### src/rtl/id_ex_stage.sv
// ID/EX pipeline register with load-use stall detection and MEM/WB operand forwarding.
// Bubbles (flush, stall, invalid decode, reset) zero every E-stage field, including Rs1E/Rs2E.
module id_ex_stage #(
    parameter int XLEN = 64
) (
    input  logic            clk,
    input  logic            rst_n,
    input  logic            ValidD,
    input  logic [XLEN-1:0] RD1D,
    input  logic [XLEN-1:0] RD2D,
    input  logic [XLEN-1:0] ImmExtD,
    input  logic [XLEN-1:0] PCD,
    input  logic [4:0]      Rs1D,
    input  logic [4:0]      Rs2D,
    input  logic [4:0]      RdD,
    input  logic [3:0]      ALUControlD,
    input  logic            ALUSrcD,
    input  logic            RegWriteD,
    input  logic            MemWriteD,
    input  logic [1:0]      ResultSrcD,
    input  logic            FlushE,
    input  logic [XLEN-1:0] ALUResultM,
    input  logic [4:0]      RdM,
    input  logic            RegWriteM,
    input  logic [XLEN-1:0] ResultW,
    input  logic [4:0]      RdW,
    input  logic            RegWriteW,
    output logic [XLEN-1:0] SrcAE,
    output logic [XLEN-1:0] SrcBE,
    output logic [XLEN-1:0] WriteDataE,
    output logic [3:0]      ALUControlE,
    output logic            ValidE,
    output logic            RegWriteE,
    output logic            MemWriteE,
    output logic [1:0]      ResultSrcE,
    output logic [4:0]      RdE,
    output logic [XLEN-1:0] PCE,
    output logic [XLEN-1:0] ImmExtE,
    output logic            StallD
);

    logic            alusrc_e;
    logic [4:0]      rs1_e, rs2_e;
    logic [XLEN-1:0] rd1_e, rd2_e;
    logic [XLEN-1:0] fwd_a, fwd_b;
    logic            bubble;

    // A load in E whose destination is read by the instruction in D must wait one cycle.
    assign StallD = ValidE && (ResultSrcE == 2'b01) && RegWriteE && (RdE != 5'd0) &&
                    ValidD && ((RdE == Rs1D) || (RdE == Rs2D));

    assign bubble = FlushE || StallD || !ValidD;

    always_ff @(posedge clk) begin
        if (!rst_n || bubble) begin
            ValidE      <= 1'b0;
            RegWriteE   <= 1'b0;
            MemWriteE   <= 1'b0;
            ResultSrcE  <= 2'b00;
            ALUControlE <= 4'b0000;
            alusrc_e    <= 1'b0;
            RdE         <= 5'd0;
            rs1_e       <= 5'd0;
            rs2_e       <= 5'd0;
            rd1_e       <= '0;
            rd2_e       <= '0;
            ImmExtE     <= '0;
            PCE         <= '0;
        end else begin
            ValidE      <= 1'b1;
            RegWriteE   <= RegWriteD;
            MemWriteE   <= MemWriteD;
            ResultSrcE  <= ResultSrcD;
            ALUControlE <= ALUControlD;
            alusrc_e    <= ALUSrcD;
            RdE         <= RdD;
            rs1_e       <= Rs1D;
            rs2_e       <= Rs2D;
            rd1_e       <= RD1D;
            rd2_e       <= RD2D;
            ImmExtE     <= ImmExtD;
            PCE         <= PCD;
        end
    end

    // MEM result is younger than WB, so it wins when both target the same register.
    always_comb begin
        fwd_a = rd1_e;
        if (RegWriteM && (RdM != 5'd0) && (RdM == rs1_e))
            fwd_a = ALUResultM;
        else if (RegWriteW && (RdW != 5'd0) && (RdW == rs1_e))
            fwd_a = ResultW;
    end

    always_comb begin
        fwd_b = rd2_e;
        if (RegWriteM && (RdM != 5'd0) && (RdM == rs2_e))
            fwd_b = ALUResultM;
        else if (RegWriteW && (RdW != 5'd0) && (RdW == rs2_e))
            fwd_b = ResultW;
    end

    assign SrcAE      = fwd_a;
    assign WriteDataE = fwd_b;
    assign SrcBE      = alusrc_e ? ImmExtE : fwd_b;

endmodule

### config.mk
export PLATFORM = sky130hd
export DESIGN_NAME = id_ex_stage
export DESIGN_NICKNAME = d
export VERILOG_FILES = /design/src/rtl/id_ex_stage.sv
export SDC_FILE = /design/constraint.sdc
export NUM_CORES = 1
export LEC_CHECK = 0
export BUFFER_PORTS_ARGS = -buffer_cell sky130_fd_sc_hd__buf_2
export CAP_MARGIN = 20
export CORE_AREA = 2 2 294 296
export DETAILED_ROUTE_END_ITERATION = 10
export DIE_AREA = 0 0 296 298
export SYNTH_ARGS = -nofsm -noshare
export SYNTH_HDL_FRONTEND = slang
export SYNTH_SLANG_ARGS = --single-unit
### constraint.sdc
create_clock -name clk -period 2.54 [get_ports clk]
set_clock_uncertainty 0.15 [all_clocks]
set_input_delay 0.254 -clock clk [delete_from_list [all_inputs] [get_ports clk]]
set_output_delay 0.254 -clock clk [all_outputs]
set_load 0.005 [all_outputs]
==> run_results.csv, run 1 <==
group,metric,value,unit
die,ios,759,
sta,finalCritPeriodShare,120,%
cells_and_area,area_delta_synth_final,105,%
worst_setup_path,endpoint_kind,"primary output",
worst_setup_path,start_kind,"flip-flop",
power_and_ir_drop,powerDensity,457,nW/um^2
sta,finalSetupViolCount,192,
clock_tree,clk_latency,570,ps
synthesis,synth_cell_types,37,
sta,finalHoldViolCount,0,
cells_and_area,drive_above_1_share,56.2,%
route,wl_per_cell,21.4,um
power_and_ir_drop,ir_worst_vdd,0.529,mV
flow_run,drv_cap,0,
die,initial_core_util,15.1,%
min_path,hp-start,"rst_n",
global_route,grt_max_degree,83,
synthesis,yosys.area_share.simple,22.3,%
synthesis,synthMuxAreaShare,10.4,%
worst_setup_path,required,2140,ps
synthesis,yosys.area.top_type,"dfxtp_1",
outcome,violations,"setup timing",
synthesis,avgSynthCellArea,9.85,um^2
worst_setup_path,cpMaxStageDelayCell,"dfxtp_2",
cells_and_area,final_cell_mix,"buf_2 (682), and2_1 (281), dlygate4sd3_1 (280)",
route,drt_first_pass_iters,5,
synthesis,synth_top_family_by_area,"simple AND/OR/NAND/NOR gates",
synthesis,yosys.area_share.xor_xnor,2.05,%
synthesis,synthAdderAreaFrac,0,%
cells_and_area,mostFrequentLayoutCell,"buf_2",
worst_setup_path,cp_slowest_stage_delay,330,ps
sta,drv_slew,0,
worst_setup_path,worst-setup-path-type,"reg2out",
clock_tree,cts-buffers-inserted,35,
power_and_ir_drop,p_leak,0.0114,uW
worst_setup_path,critPathBufInv,5,
global_route,grt_pass1_vias,14700,
worst_setup_path,crit_path_start,"rs2_e[4]",
route,wl,77000,um
synthesis,ys_seq_elements,281,
synthesis,mappedNetlistArea,12800,um^2
cells_and_area,final_util,30.8,%
route,drt_iter0_markers,461,
worst_setup_path,critPathTopFamily,"buffers and inverters",
synthesis,postSynthNetCount,1722,
die,rows,107,
worst_setup_path,arrival,2650,ps
die,die_x,296,um
clock_tree,cts_tree,"built",
global_route,grt_overflow_total,0,
global_route,grt_pass1_wl,98400,um
worst_setup_path,cpMostUsedCell,"buf_6",
synthesis,ys_seq_area_share,44.0,%
worst_setup_path,critical_path.cell_chain,"buf_6 -> xnor2_2 -> nand4_1 -> buf_6 -> or2_4 -> buf_12 -> buf_6 -> a31oi_4 -> mux2_4 -> buf_6",
synthesis,ys.warnings.count,0,
synthesis,synth.area.top_cells,"dfxtp_1 (44%), and2_1 (14%), a31oi_4 (8.3%)",
die,dieHeight,298,um
route,vias,14100,
clock_tree,h-tree-depth,2,
place,io_buffers,758,
cells_and_area,num-nets-final,2855,
route,drc,0,
outcome,outcome,"finished with violations",
sta,max_slew_margin,63.8,%
clock_tree,clock_path_buffers,3,
die,die_area,88200,um^2
synthesis,synth_top_cell_area_share,44.0,%
sta,worstMarginPinSlew,543,ps
clock_tree,clkTransAtPathRegs,60,ps
sta,hold_slack,213,ps
route,postRouteAntennaNets,0,
die,core,84900,um^2
worst_setup_path,crit_fanout,8,
min_path,hold_path_class,"in2reg",
sta,max_freq,327,MHz
place,globalplace.congestion,0.826,
route,vias_per_cell,3.92,
synthesis,synth_compound_area_share,15.2,%
sta,period_needed,3050,ps
global_route,grtUsageTotal,15.3,%
sta,rsz0062_at_grt,"yes",
clock_tree,cts_sinks,281,
clock_tree,cts_root_buf,"clkbuf_16",
place,dp_hpwl,51600,um
synthesis,synth_cells,1298,
worst_setup_path,rr_startpoint,"RdE[1]",
sta,setup_ws,-514,ps
global_route,antenna_found_initial,19,
==> metrics by stage <==
step | worst slack (ps) | power (uW) | setup TNS (ps) | instance area, um^2 | std cells
floorplan | 268 | 5190 | 0 | 12800 | 1298
global placement | -780 | 6080 | -19910 | 18700 | 3209
detailed placement | -762 | 6080 | -23130 | 18700 | 3209
CTS | -613 | 11900 | -82550 | 24500 | 3582
global route | -593 | 12400 | -81900 | 26200 | 3605
finish | -514 | 12000 | -63600 | 26200 | 3607
==> worst paths after layout <==
check | slack, ps | to | cells after the start
worst min register to register | 970 | RdE[2] | 5
worst min-delay path | 210 | RdE[2] | 5
worst max-delay path | -510 | SrcBE[56] | 10
worst max register to register | 210 | rd1_e[21] | 7
==> worst min-delay path, delay by kind of cell <==
kind / cells / cell delay (ps)
compound gates: 1 / 60
simple gates: 2 / 300
buf+inv: 2 / 270
==> power breakdown <==
part / switching (uW) / internal, uW
registers: 73.6 / 4530
logic: 955 / 1190
clock network: 2160 / 3060
==> registers in the layout, summed over array words and instances, names as in the netlist, 2 cells and up <==
register	cells
RdE	5
rd1_e	64
rs2_e	5
rd2_e	64
PCE	64
ResultSrcE	2
ALUControlE	4
ImmExtE	64
rs1_e	5
==> layout make-up <==
cell class | instances | area (um^2)
fillers | 8542 | 58700
repair buffers | 1200 | 9420
multi-input cells | 852 | 8250
flip-flops and latches | 281 | 5640
well taps | 1144 | 1430
clock buffers | 50 | 1030
inverters | 61 | 229
clock inverters | 13 | 159
diodes | 6 | 15.0
==> per-layer routing <==
layer | track usage (%) | vias up | share of wire, %
met5 | 0 | - | 0.10
met4 | 4.85 | 14 | 3.8
met3 | 3.57 | 135 | 7.1
met2 | 27.5 | 650 | 49
met1 | 17.6 | 6708 | 40
li1 | - | 6628 | -
==> synthesized netlist by cell type <==
cell / n
a211oi_2: 3
a21oi_1: 65
a31oi_1: 4
a31oi_2: 7
a31oi_4: 50
and2_1: 281
buf_1: 4
buf_12: 6
buf_2: 29
buf_4: 4
buf_6: 1
clkbuf_1: 60
dfxtp_1: 281
inv_1: 61
mux2_2: 61
mux2i_1: 64
nand2_1: 5
nand3_1: 4
nand3b_1: 1
nand4_1: 2
nand4_2: 1
nor2_1: 74
nor3_1: 61
nor4_1: 1
nor4b_1: 1
o211ai_4: 2
o21a_1: 3
o21ai_0: 1
o21ai_1: 61
o22ai_1: 1
o31ai_1: 3
or2_2: 1
or3_1: 61
or4_1: 2
or4_4: 2
xnor2_1: 26
xor2_1: 4
==> repair_timing <==
item	CTS	global route
gates cloned	8	15
endpoints found under the hold margin	280	0
setup buffers	26	16
hold buffers	280	0
pin swaps	44	53
gates resized for setup	313	299
endpoints found under the setup margin	192	193
==> kinds of logic (layout without fill, tap and decap cells) <==
| kind of cell | count (synthesis) | in the layout |
|---|---|---|
| buffers and inverters | 165 | 1324 |
| AO/OA/AOI/OAI | 200 | 200 |
| other | 0 | 6 |
| AND/OR/NAND/NOR | 497 | 497 |
| flip-flops | 281 | 281 |
| XOR/XNOR | 30 | 30 |
| multiplexers | 125 | 125 |
Power figures use the tool's default switching activity.
==> run 2: changes to the inputs <==
--- a/config.mk
+++ b/config.mk
@@ -7,9 +7,11 @@
 export LEC_CHECK = 0
 export BUFFER_PORTS_ARGS = -buffer_cell sky130_fd_sc_hd__buf_2
 export CAP_MARGIN = 20
-export CORE_AREA = 2 2 294 296
+export CORE_AREA = 2 2 299 301
+export CTS_BUF_LIST = sky130_fd_sc_hd__clkbuf_4 sky130_fd_sc_hd__clkbuf_8
 export DETAILED_ROUTE_END_ITERATION = 10
-export DIE_AREA = 0 0 296 298
+export DIE_AREA = 0 0 301 303
+export MAX_ROUTING_LAYER = met4
 export SYNTH_ARGS = -nofsm -noshare
 export SYNTH_HDL_FRONTEND = slang
 export SYNTH_SLANG_ARGS = --single-unit
==> run_results.csv, run 2 (same netlist as run 1, synthesis figures left out) <==
group,metric,value,unit
place,dp_hpwl,54100,um
route,postRouteAntennaNets,0,
power_and_ir_drop,power.internal,8700,uW
global_route,busiest_layer,"met2",
worst_setup_path,critPathBufInv,3,
sta,rsz0062_at_grt,"yes",
global_route,use_met2,27.5,%
cells_and_area,fillers,8919,
power_and_ir_drop,comb_power_share,18.2,%
worst_setup_path,required,2140,ps
cells_and_area,num-nets-final,2904,
sta,max_freq,321,MHz
worst_setup_path,crit_fanout,31,
worst_setup_path,cp_slowest_stage_delay,420,ps
min_path,hold_path_class,"in2reg",
route,vias_per_cell,3.91,
clock_tree,clk_latency,700,ps
die,die_x,301,um
cells_and_area,postLayoutCellArea,26200,um^2
cells_and_area,final_cell_mix,"buf_2 (715), dlygate4sd3_1 (282), and2_1 (281)",
global_route,antenna_found_initial,18,
route,wl,78300,um
worst_setup_path,cpMaxStageDelayCell,"or3_4",
cells_and_area,final_util,29.8,%
route,drt_first_pass_iters,5,
sta,worstMarginPinSlew,540,ps
cells_and_area,area_delta_synth_final,105,%
sta,drv_slew,0,
global_route,grt_pass1_wl,103000,um
global_route,use_met1,18.6,%
die,rows,109,
place,dp_cells,3252,
worst_setup_path,endpoint_kind,"primary output",
clock_tree,cts_tree,"built",
clock_tree,cts_sinks,281,
die,core,88000,um^2
worst_setup_path,worst-setup-path-type,"reg2out",
route,drc,0,
clock_tree,clkTransAtPathRegs,60,ps
sta,period_needed,3120,ps
power_and_ir_drop,powerDensity,454,nW/um^2
clock_tree,clock_path_buffers,3,
power_and_ir_drop,clkPwrFrac,43.1,%
power_and_ir_drop,ir_worst_vdd,0.415,mV
sta,max_slew_margin,64.0,%
global_route,grt.met3_usage,3.62,%
outcome,outcome,"finished with violations",
outcome,violations,"setup timing",
place,globalplace.congestion,0.886,
die,dieHeight,303,um
cells_and_area,drive_above_1_share,56.6,%
die,initial_core_util,14.5,%
global_route,grt_overflow_total,0,
sta,setup_ws,-576,ps
clock_tree,cts_root_buf,"clkbuf_8",
die,die_area,91200,um^2
global_route,grt_max_degree,58,
global_route,grt_pass1_vias,14900,
sta,finalSetupViolCount,192,
cells_and_area,finalNonFillerCells,3699,
sta,finalCritPeriodShare,123,%
power_and_ir_drop,pwr-share-seq,38.7,%
route,drt_iter0_markers,693,
worst_setup_path,arrival,2710,ps
worst_setup_path,start_kind,"flip-flop",
flow_run,drv_cap,0,
power_and_ir_drop,swShare,26.9,%
power_and_ir_drop,switching_power,3200,uW
worst_setup_path,cpMostUsedCell,"buf_12",
place,dp_slack,-406,ps
route,vias,14500,
worst_setup_path,critical_path.cell_chain,"xnor2_2 -> nand4_4 -> buf_12 -> buf_12 -> or3_4 -> a31oi_4 -> mux2_4 -> buf_2",
place,placed_cell_area,18900,um^2
worst_setup_path,critPathTopFamily,"simple AND/OR/NAND/NOR gates",
clock_tree,cts-buffers-inserted,53,
sta,finalHoldViolCount,0,
route,wl_per_cell,21.2,um
power_and_ir_drop,p_leak,0.0116,uW
die,ios,759,
cells_and_area,mostFrequentLayoutCell,"buf_2",
clock_tree,h-tree-depth,2,
sta,hold_slack,132,ps
global_route,grtUsageTotal,16.3,%
place,io_buffers,758,
## run 2: changes by cell type in the layout (fill, tap and decap cells not counted), sizes merged
| cell | before | now |
|---|---|---|
| clkinv | 9 | 7 |
| buf | 909 | 947 |
| bufinv | 2 | 4 |
| inv | 62 | 64 |
| diode | 6 | 13 |
| clkbuf | 61 | 83 |
| dlygate4sd3 | 280 | 282 |
## run 2: worst reg2reg max path, stage by stage (launching register included)
cell and delay (ps):
dfxtp_2 320, or4_4 540, nor2_4 130, nor4b_4 60, a21oi_4 230, buf_12 240
buf_12 320, and2_1 220
## run 2: cell type report
type	count	area (um^2)	area share, %
multi-input combinational	852	8100	30.9
sequential	281	5660	21.6
tap	1165	1460	5.56
antenna	13	32.5	0.124
inverter	61	229	0.873
clock buffer	81	1010	3.84
clock inverter	15	206	0.787
timing repair buffer	1231	9530	36.3
## run 2: per-layer routing
| metal | vias up | routed length (um) |
|---|---|---|
| li1 | 6761 | - |
| met1 | 6878 | 32000 |
| met2 | 672 | 38200 |
| met3 | 145 | 5080 |
| met4 | 0 | 3100 |
| met5 | - | 0 |
## run 2: power by group through the flow
stage | sequential, uW | combinational, uW | clock (uW)
2_1_floorplan | 4670 | 524 | 0
3_3_place_gp | 4690 | 1430 | 0
3_5_place_dp | 4690 | 1440 | 0
4_1_cts | 4600 | 2040 | 5300
5_1_grt | 4610 | 2300 | 5480
6_report | 4600 | 2170 | 5130
## run 2: worst paths after layout
kind,startpoint,endpoint,slack (ps),depth (start not counted)
worst min-delay path,RdD[0],RdE[0],130,3
worst max register to register,RdE[2],rd2_e[18],240,7
worst min register to register,ResultSrcE[0],ValidE,850,3
worst max-delay path,rs2_e[1],SrcBE[29],-580,8
## run 2: per-stage QoR
step,total power (uW),setup TNS (ps)
final,11900,-86510
after global routing,12400,-111350
after CTS,11900,-104600
after detailed placement,6130,-8580
after global placement,6120,-10860
after floorplan,5190,0
## run 2: repair_timing
item                                    4_1_cts  5_1_grt
hold buffers                                282        0
gates resized for setup                     328      218
pin swaps                                    77       64
hold endpoints to repair                    281        0
gates cloned                                 24        2
setup buffers                                23       20
endpoints found under the setup margin      193      193
